<file path="config.mk">
export PLATFORM = sky130hd
export DESIGN_NAME = mdu_sequencer
export DESIGN_NICKNAME = d
export VERILOG_FILES = /design/src/rtl/mdu_sequencer.sv
export SDC_FILE = /design/constraint.sdc
export NUM_CORES = 1
export LEC_CHECK = 0
export BUFFER_PORTS_ARGS = -buffer_cell sky130_fd_sc_hd__buf_2
export CAP_MARGIN = 20
export CORE_AREA = 3 3 40 42
export DETAILED_ROUTE_END_ITERATION = 16
export DIE_AREA = 0 0 43 45
export GPL_ROUTABILITY_DRIVEN = 0
export SKIP_LAST_GASP = 1
export SYNTH_ARGS = -nofsm -noshare
export SYNTH_HDL_FRONTEND = slang
export SYNTH_SLANG_ARGS = --single-unit
</file>
<file path="constraint.sdc">
create_clock -name clk -period 2.25 [get_ports clk]
set_clock_uncertainty 0.2 [all_clocks]
set_input_delay 0.3375 -clock clk [delete_from_list [all_inputs] [get_ports clk]]
set_output_delay 0.3375 -clock clk [all_outputs]
set_load 0.01 [all_outputs]
</file>
<file path="src/rtl/mdu_sequencer.sv">
// mdu_sequencer: control sequencer for an iterative shift/add multiplier and
// shift/subtract divider. It accepts one operation and runs a one-cycle operand
// load. It then issues WIDTH step pulses and holds the result valid until the
// consumer takes it.
// Optional feature: define MDU_SEQ_ABORT_EN to add an abort input. This input
// cancels an operation that is in LOAD or RUN.
module mdu_sequencer #(
  parameter int unsigned WIDTH = 32,
  parameter int unsigned CNT_W = $clog2(WIDTH)
) (
  input  logic             clk,
  input  logic             rst_n,
  input  logic             start_valid,
  output logic             start_ready,
  input  logic             op,
  output logic             op_q,
  output logic             opnd_load,
  output logic             acc_clear,
  output logic             step_en,
  output logic [CNT_W-1:0] step_idx,
  output logic             res_valid,
  input  logic             res_ready,
`ifdef MDU_SEQ_ABORT_EN
  input  logic             abort,
`endif
  output logic             busy
);

  typedef enum logic [1:0] {
    S_IDLE = 2'd0,
    S_LOAD = 2'd1,
    S_RUN  = 2'd2,
    S_DONE = 2'd3
  } state_t;

  state_t           r_state;
  state_t           w_state_nxt;
  logic [CNT_W-1:0] r_step_idx;
  logic [CNT_W-1:0] w_step_idx_nxt;
  logic             r_op_q;
  logic             w_abort;
  logic             w_last_step;

`ifdef MDU_SEQ_ABORT_EN
  assign w_abort = abort;
`else
  assign w_abort = 1'b0;
`endif

  assign w_last_step = (r_step_idx == CNT_W'(WIDTH - 1));
  assign step_idx    = r_step_idx;
  assign op_q        = r_op_q;

  // State and iteration counter registers
  always_ff @(posedge clk or negedge rst_n) begin
    if (!rst_n) begin
      r_state    <= S_IDLE;
      r_step_idx <= '0;
    end else begin
      r_state    <= w_state_nxt;
      r_step_idx <= w_step_idx_nxt;
    end
  end

  // Operation select captured only on the accept edge, held until the next accept
  always_ff @(posedge clk or negedge rst_n) begin
    if (!rst_n) begin
      r_op_q <= 1'b0;
    end else if ((r_state == S_IDLE) && start_valid) begin
      r_op_q <= op;
    end
  end

  // Next-state, next-count and Moore output decode
  always_comb begin
    w_state_nxt    = r_state;
    w_step_idx_nxt = r_step_idx;
    start_ready    = 1'b0;
    opnd_load      = 1'b0;
    acc_clear      = 1'b0;
    step_en        = 1'b0;
    res_valid      = 1'b0;
    busy           = 1'b1;
    case (r_state)
      S_IDLE: begin
        start_ready    = 1'b1;
        busy           = 1'b0;
        w_step_idx_nxt = '0;
        if (start_valid) begin
          w_state_nxt = S_LOAD;
        end
      end
      S_LOAD: begin
        w_step_idx_nxt = '0;
        if (w_abort) begin
          w_state_nxt = S_IDLE;
        end else begin
          opnd_load   = 1'b1;
          acc_clear   = 1'b1;
          w_state_nxt = S_RUN;
        end
      end
      S_RUN: begin
        if (w_abort) begin
          w_state_nxt    = S_IDLE;
          w_step_idx_nxt = '0;
        end else begin
          step_en = 1'b1;
          // The counter returns to zero on the final step, so it never wraps while in RUN.
          if (w_last_step) begin
            w_state_nxt    = S_DONE;
            w_step_idx_nxt = '0;
          end else begin
            w_step_idx_nxt = r_step_idx + CNT_W'(1);
          end
        end
      end
      S_DONE: begin
        res_valid = 1'b1;
        if (res_ready) begin
          w_state_nxt = S_IDLE;
        end
      end
      default: begin
        w_state_nxt    = S_IDLE;
        w_step_idx_nxt = '0;
      end
    endcase
  end

endmodule
</file>
== Yosys cells after proc, flatten, opt, wreduce, memory -nomap -nowiden ==
Cells that the tools add are included.
Word-level totals
  register bits after elaboration: 8
  input port bits: 5
  logic and storage cells: 27
Cells by class
  add/sub/neg operators: 1
  equal/unequal tests: 7
  multiplexer cells: 11
  reductions and logical operators: 5
Operators with widths (count)
  $pmux 5 s2: 1
  $pmux 2 s4: 1
  $mux 2: 3
  $ne 2x2->1 const B: 3
  $add 5x1->5 const B: 1
  $eq 5x5->1 const B: 1
  $mux 1: 5
  $mux 5: 1
  $eq 2x2->1 const B: 2
  $reduce_and 3->1: 1
  $eq 2x1->1 const B: 1
  $logic_not 2->1: 1
  $reduce_bool 2->1: 1
  $reduce_or 2->1: 1
  $logic_and 1x1->1: 1

== Longest topological paths before layout ==
  depth after elaboration: 3
  gate-level depth with buffers: 6
  mapped depth without buffers: 6

== Worst setup path before layout ==
Ideal clock, no wire load.
  path kind: register -> register
  from: register r_step_idx[0], in the netlist step_idx[0]
  to: register r_state[1]
  setup time: 0.128 ns
  arrival: 1.586 ns
  required time: 1.922 ns
  slack: 0.336 ns
  stages on the path, launching flop included: 7
  buffers on the path: 0
  path through: dfrtp_1 ha_1 and3_1 ha_1 nor2b_4 a221oi_2 mux2_1
On the way
  longest elaborated chain between the ends: 3
RTL lines
  start, declared: RTL line 38  | logic [CNT_W-1:0] r_step_idx;
  start signal, assigned: RTL line 61  | r_step_idx <= w_step_idx_nxt;
  $eq 5x5->1: RTL line 50  | assign w_last_step = (r_step_idx == CNT_W'(WIDTH - 1));
  $ne 2x2->1 (no line)
  $reduce_and 3->1 (no line)
  end signal, assigned: RTL line 60  | r_state <= w_state_nxt;
  end, declared: RTL line 36  | state_t r_state;
Every way passes these cells.
A chain may end at the register's enable or synchronous reset.

== Worst setup path in the final report ==
Ends and elaborated chain as after synthesis.

==> flow_metrics.env <==
export IMPL_htree_levels=1
export IMPL_worstRegToRegCells=6
export IMPL_path_class="register to register"
export IMPL_vias=372
export IMPL_cp_start_kind="register"
export IMPL_drt_pass1_iter_count=3
export IMPL_dp_hpwl_microns=723.8
export IMPL_max_slew_margin_pct=72.52
export IMPL_finalCritPeriodShare_pct=86.03
export IMPL_drc=0
export IMPL_dieArea_sq_um=1935
export IMPL_grt_max_degree=13
export IMPL_p_leak_nw=0.3477
export IMPL_die_h_microns=45
export IMPL_rows=13
export IMPL_core_area_sq_um=1285
export IMPL_grt_pass1_wl_microns=1518
export IMPL_cts_root_buf="clkbuf_4"
export IMPL_vdd_drop_max_mv=0.4745
export IMPL_min_path_type="input port to register"
export IMPL_fillers=135
export IMPL_clock_fmax_ghz=0.5166
export IMPL_cts_path_max_buffers=2
export IMPL_ys_top_cells_by_area="dfrtp_1 (41%), ha_1 (18%), mux2_2 (4.6%)"
export IMPL_fin_cells=79
export IMPL_cts_setup_buffers=0
export IMPL_drive_above_1_share_pct=35.94
export IMPL_drt_wirelength_per_cell_microns=11.76
export IMPL_multiInputGateArea_sq_um=256.5
export IMPL_syn_nets=58
export IMPL_final_common_cell="buf_2"
export IMPL_antenna_found_initial=0
export IMPL_hold_viol=0
export IMPL_ys_types=18
export IMPL_initial_utilization_pct=38.17
export IMPL_cp_data_required_time_ps=2180
export IMPL_max_cap_violations=0
export IMPL_nets=78
export IMPL_cp_startpoint="step_idx[0]$_DFFE_PN0P_"
export IMPL_die_w_microns=43
export IMPL_cp_end_kind="register"
export IMPL_reg2reg_from="step_idx[0]$_DFFE_PN0P_"
export IMPL_setup_viol=0
export IMPL_cts_tree="built"
export IMPL_final_util_pct=47.22
export IMPL_worstMarginPinSlew_ps=412.1
export IMPL_ys_seq_elements=8
export IMPL_area_delta_synth_final_pct=23.72
export IMPL_syn_area_sq_um=490.5
export IMPL_cts_resized=0
export IMPL_drv_slew=0
export IMPL_cts_sinks=8
export IMPL_clk_pin_slew_ps=60
export IMPL_tns_ps=0
export IMPL_yosys_warnings=0
export IMPL_seq_area_sq_um=200.2
export IMPL_endpoint="r_state[1]$_DFFE_PN0P_"
export IMPL_yosysSeqAreaShare_pct=40.82
export IMPL_synth_avg_cell_area_sq_um=10.66
export IMPL_grt_pass1_vias=354
export IMPL_critPathMaxFanout=5
export IMPL_r2r_end="r_state[1]$_DFFE_PN0P_"
export IMPL_ant_nets=0
export IMPL_routed_wl_microns=929
export IMPL_drt_iter0_drc=1
export IMPL_via_per_inst=4.709
export IMPL_grt_overflow_total=0
export IMPL_outcome="complete, no violations"
export IMPL_diodes=0
export IMPL_yosys_area_top_type="dfrtp_1"
export IMPL_min_period_ps=1936
export IMPL_io_pins=17
export IMPL_port_buffers=16
export IMPL_rsz0062_at_grt="false"
export IMPL_r2r_slack_ps=310
export IMPL_cts_buffers=3
export IMPL_grt_use_total_pct=11.07
export IMPL_yosysTopAreaCellShare_pct=40.82
export IMPL_powerDensity_nw_per_um2=1197
export IMPL_mostFrequentLayoutCells="buf_2 (16), dfrtp_1 (8), ha_1 (7), inv_1 (5), nand2_1 (5)"
export IMPL_dp_cells=75
export IMPL_cp_arrival_ps=1870
export IMPL_clock_latency_ps=250
export IMPL_synthCells=46
-- layout make-up --
cell class	count	share of cell area, %
Sequential cell	8	32.99
Inverter	5	3.093
Multi-Input combinational cell	31	42.27
Timing Repair Buffer	17	14.85
Clock buffer	3	3.711
Tap cell	15	3.093
-- report_power, final --
group	total (mW)	switching, mW	internal [mW]
combinational	0.391	0.211	0.180
clock	0.110	0.0492	0.0611
sequential	0.225	0.0359	0.189
-- sequential cells by signal (all words and copies together), names as in the netlist --
| signal | flops |
|---|---|
| step_idx | 5 |
| r_state | 2 |
| op_q | 1 |
-- cell usage after synthesis --
master	number
dfrtp_1	8
ha_1	7
inv_1	5
nand2_1	5
o21ai_0	4
buf_4	2
mux2_2	2
nor2_1	2
nor3b_1	2
a21o_1	1
a221oi_2	1
a22o_1	1
and3_1	1
mux2_1	1
mux2i_1	1
nand3_1	1
nand3b_1	1
nor2b_4	1
-- per-layer routing --
layer | part of all wire [%] | global-route usage, % | up-vias
met5 | 0 | 0 | -
met4 | 1.7 | 9.036 | 0
met3 | 5.7 | 3.586 | 2
met2 | 46 | 15.87 | 12
met1 | 47 | 13.55 | 166
li1 | - | - | 192
-- what timing repair did --
item	in CTS	in global routing
hold buffers	1	0
endpoints found under the hold margin	8	0
setup endpoints to repair	0	0
-- how the worst min path moves through the flow --
stage,startpoint,end,slack (ps),cells past startpoint
floorplan,rst_n,op_q$_DFFE_PN0P_,-160,0
global placement,rst_n,step_idx[2]$_DFFE_PN0P_,-10,1
detailed placement,rst_n,step_idx[2]$_DFFE_PN0P_,-8,1
CTS,op,op_q$_DFFE_PN0P_,120,2
global route,op,op_q$_DFFE_PN0P_,130,2
finish,op,op_q$_DFFE_PN0P_,120,2
-- stage by stage --
| step | instance area, sq um | worst slack (ps) | hold slack [ps] | power (mW) |
|---|---|---|---|---|
| 3_3_place_gp | 574.3 | 361.3 | -10.39 | 0.6180 |
| 6_report | 606.8 | 314.4 | 122.3 | 0.7263 |
| 3_5_place_dp | 574.3 | 307.9 | -7.966 | 0.6259 |
| 2_1_floorplan | 490.5 | 336.5 | -158.1 | 0.5187 |
| 5_1_grt | 606.8 | 230.3 | 126.1 | 0.7958 |
| 4_1_cts | 606.8 | 293.7 | 119.8 | 0.7410 |
-- logic make-up (layout without fill, tap and decap cells) --
logic type / count (synthesis) / after routing / share of synthesized area (%)
buf+inv: 7 / 25 / 6.887
compound gates: 7 / 7 / 10.46
fa+ha+maj: 7 / 7 / 17.86
mux: 4 / 4 / 8.928
flops: 8 / 8 / 40.82
simple gates: 13 / 13 / 15.05
-- worst max-delay path, stage by stage (launching register included) --
cell and delay, ps:
dfrtp_1 400, ha_1 200, and3_1 170, ha_1 200, nor2b_4 60, a221oi_2 230
mux2_1 350
(Power assumes the default switching activity.)
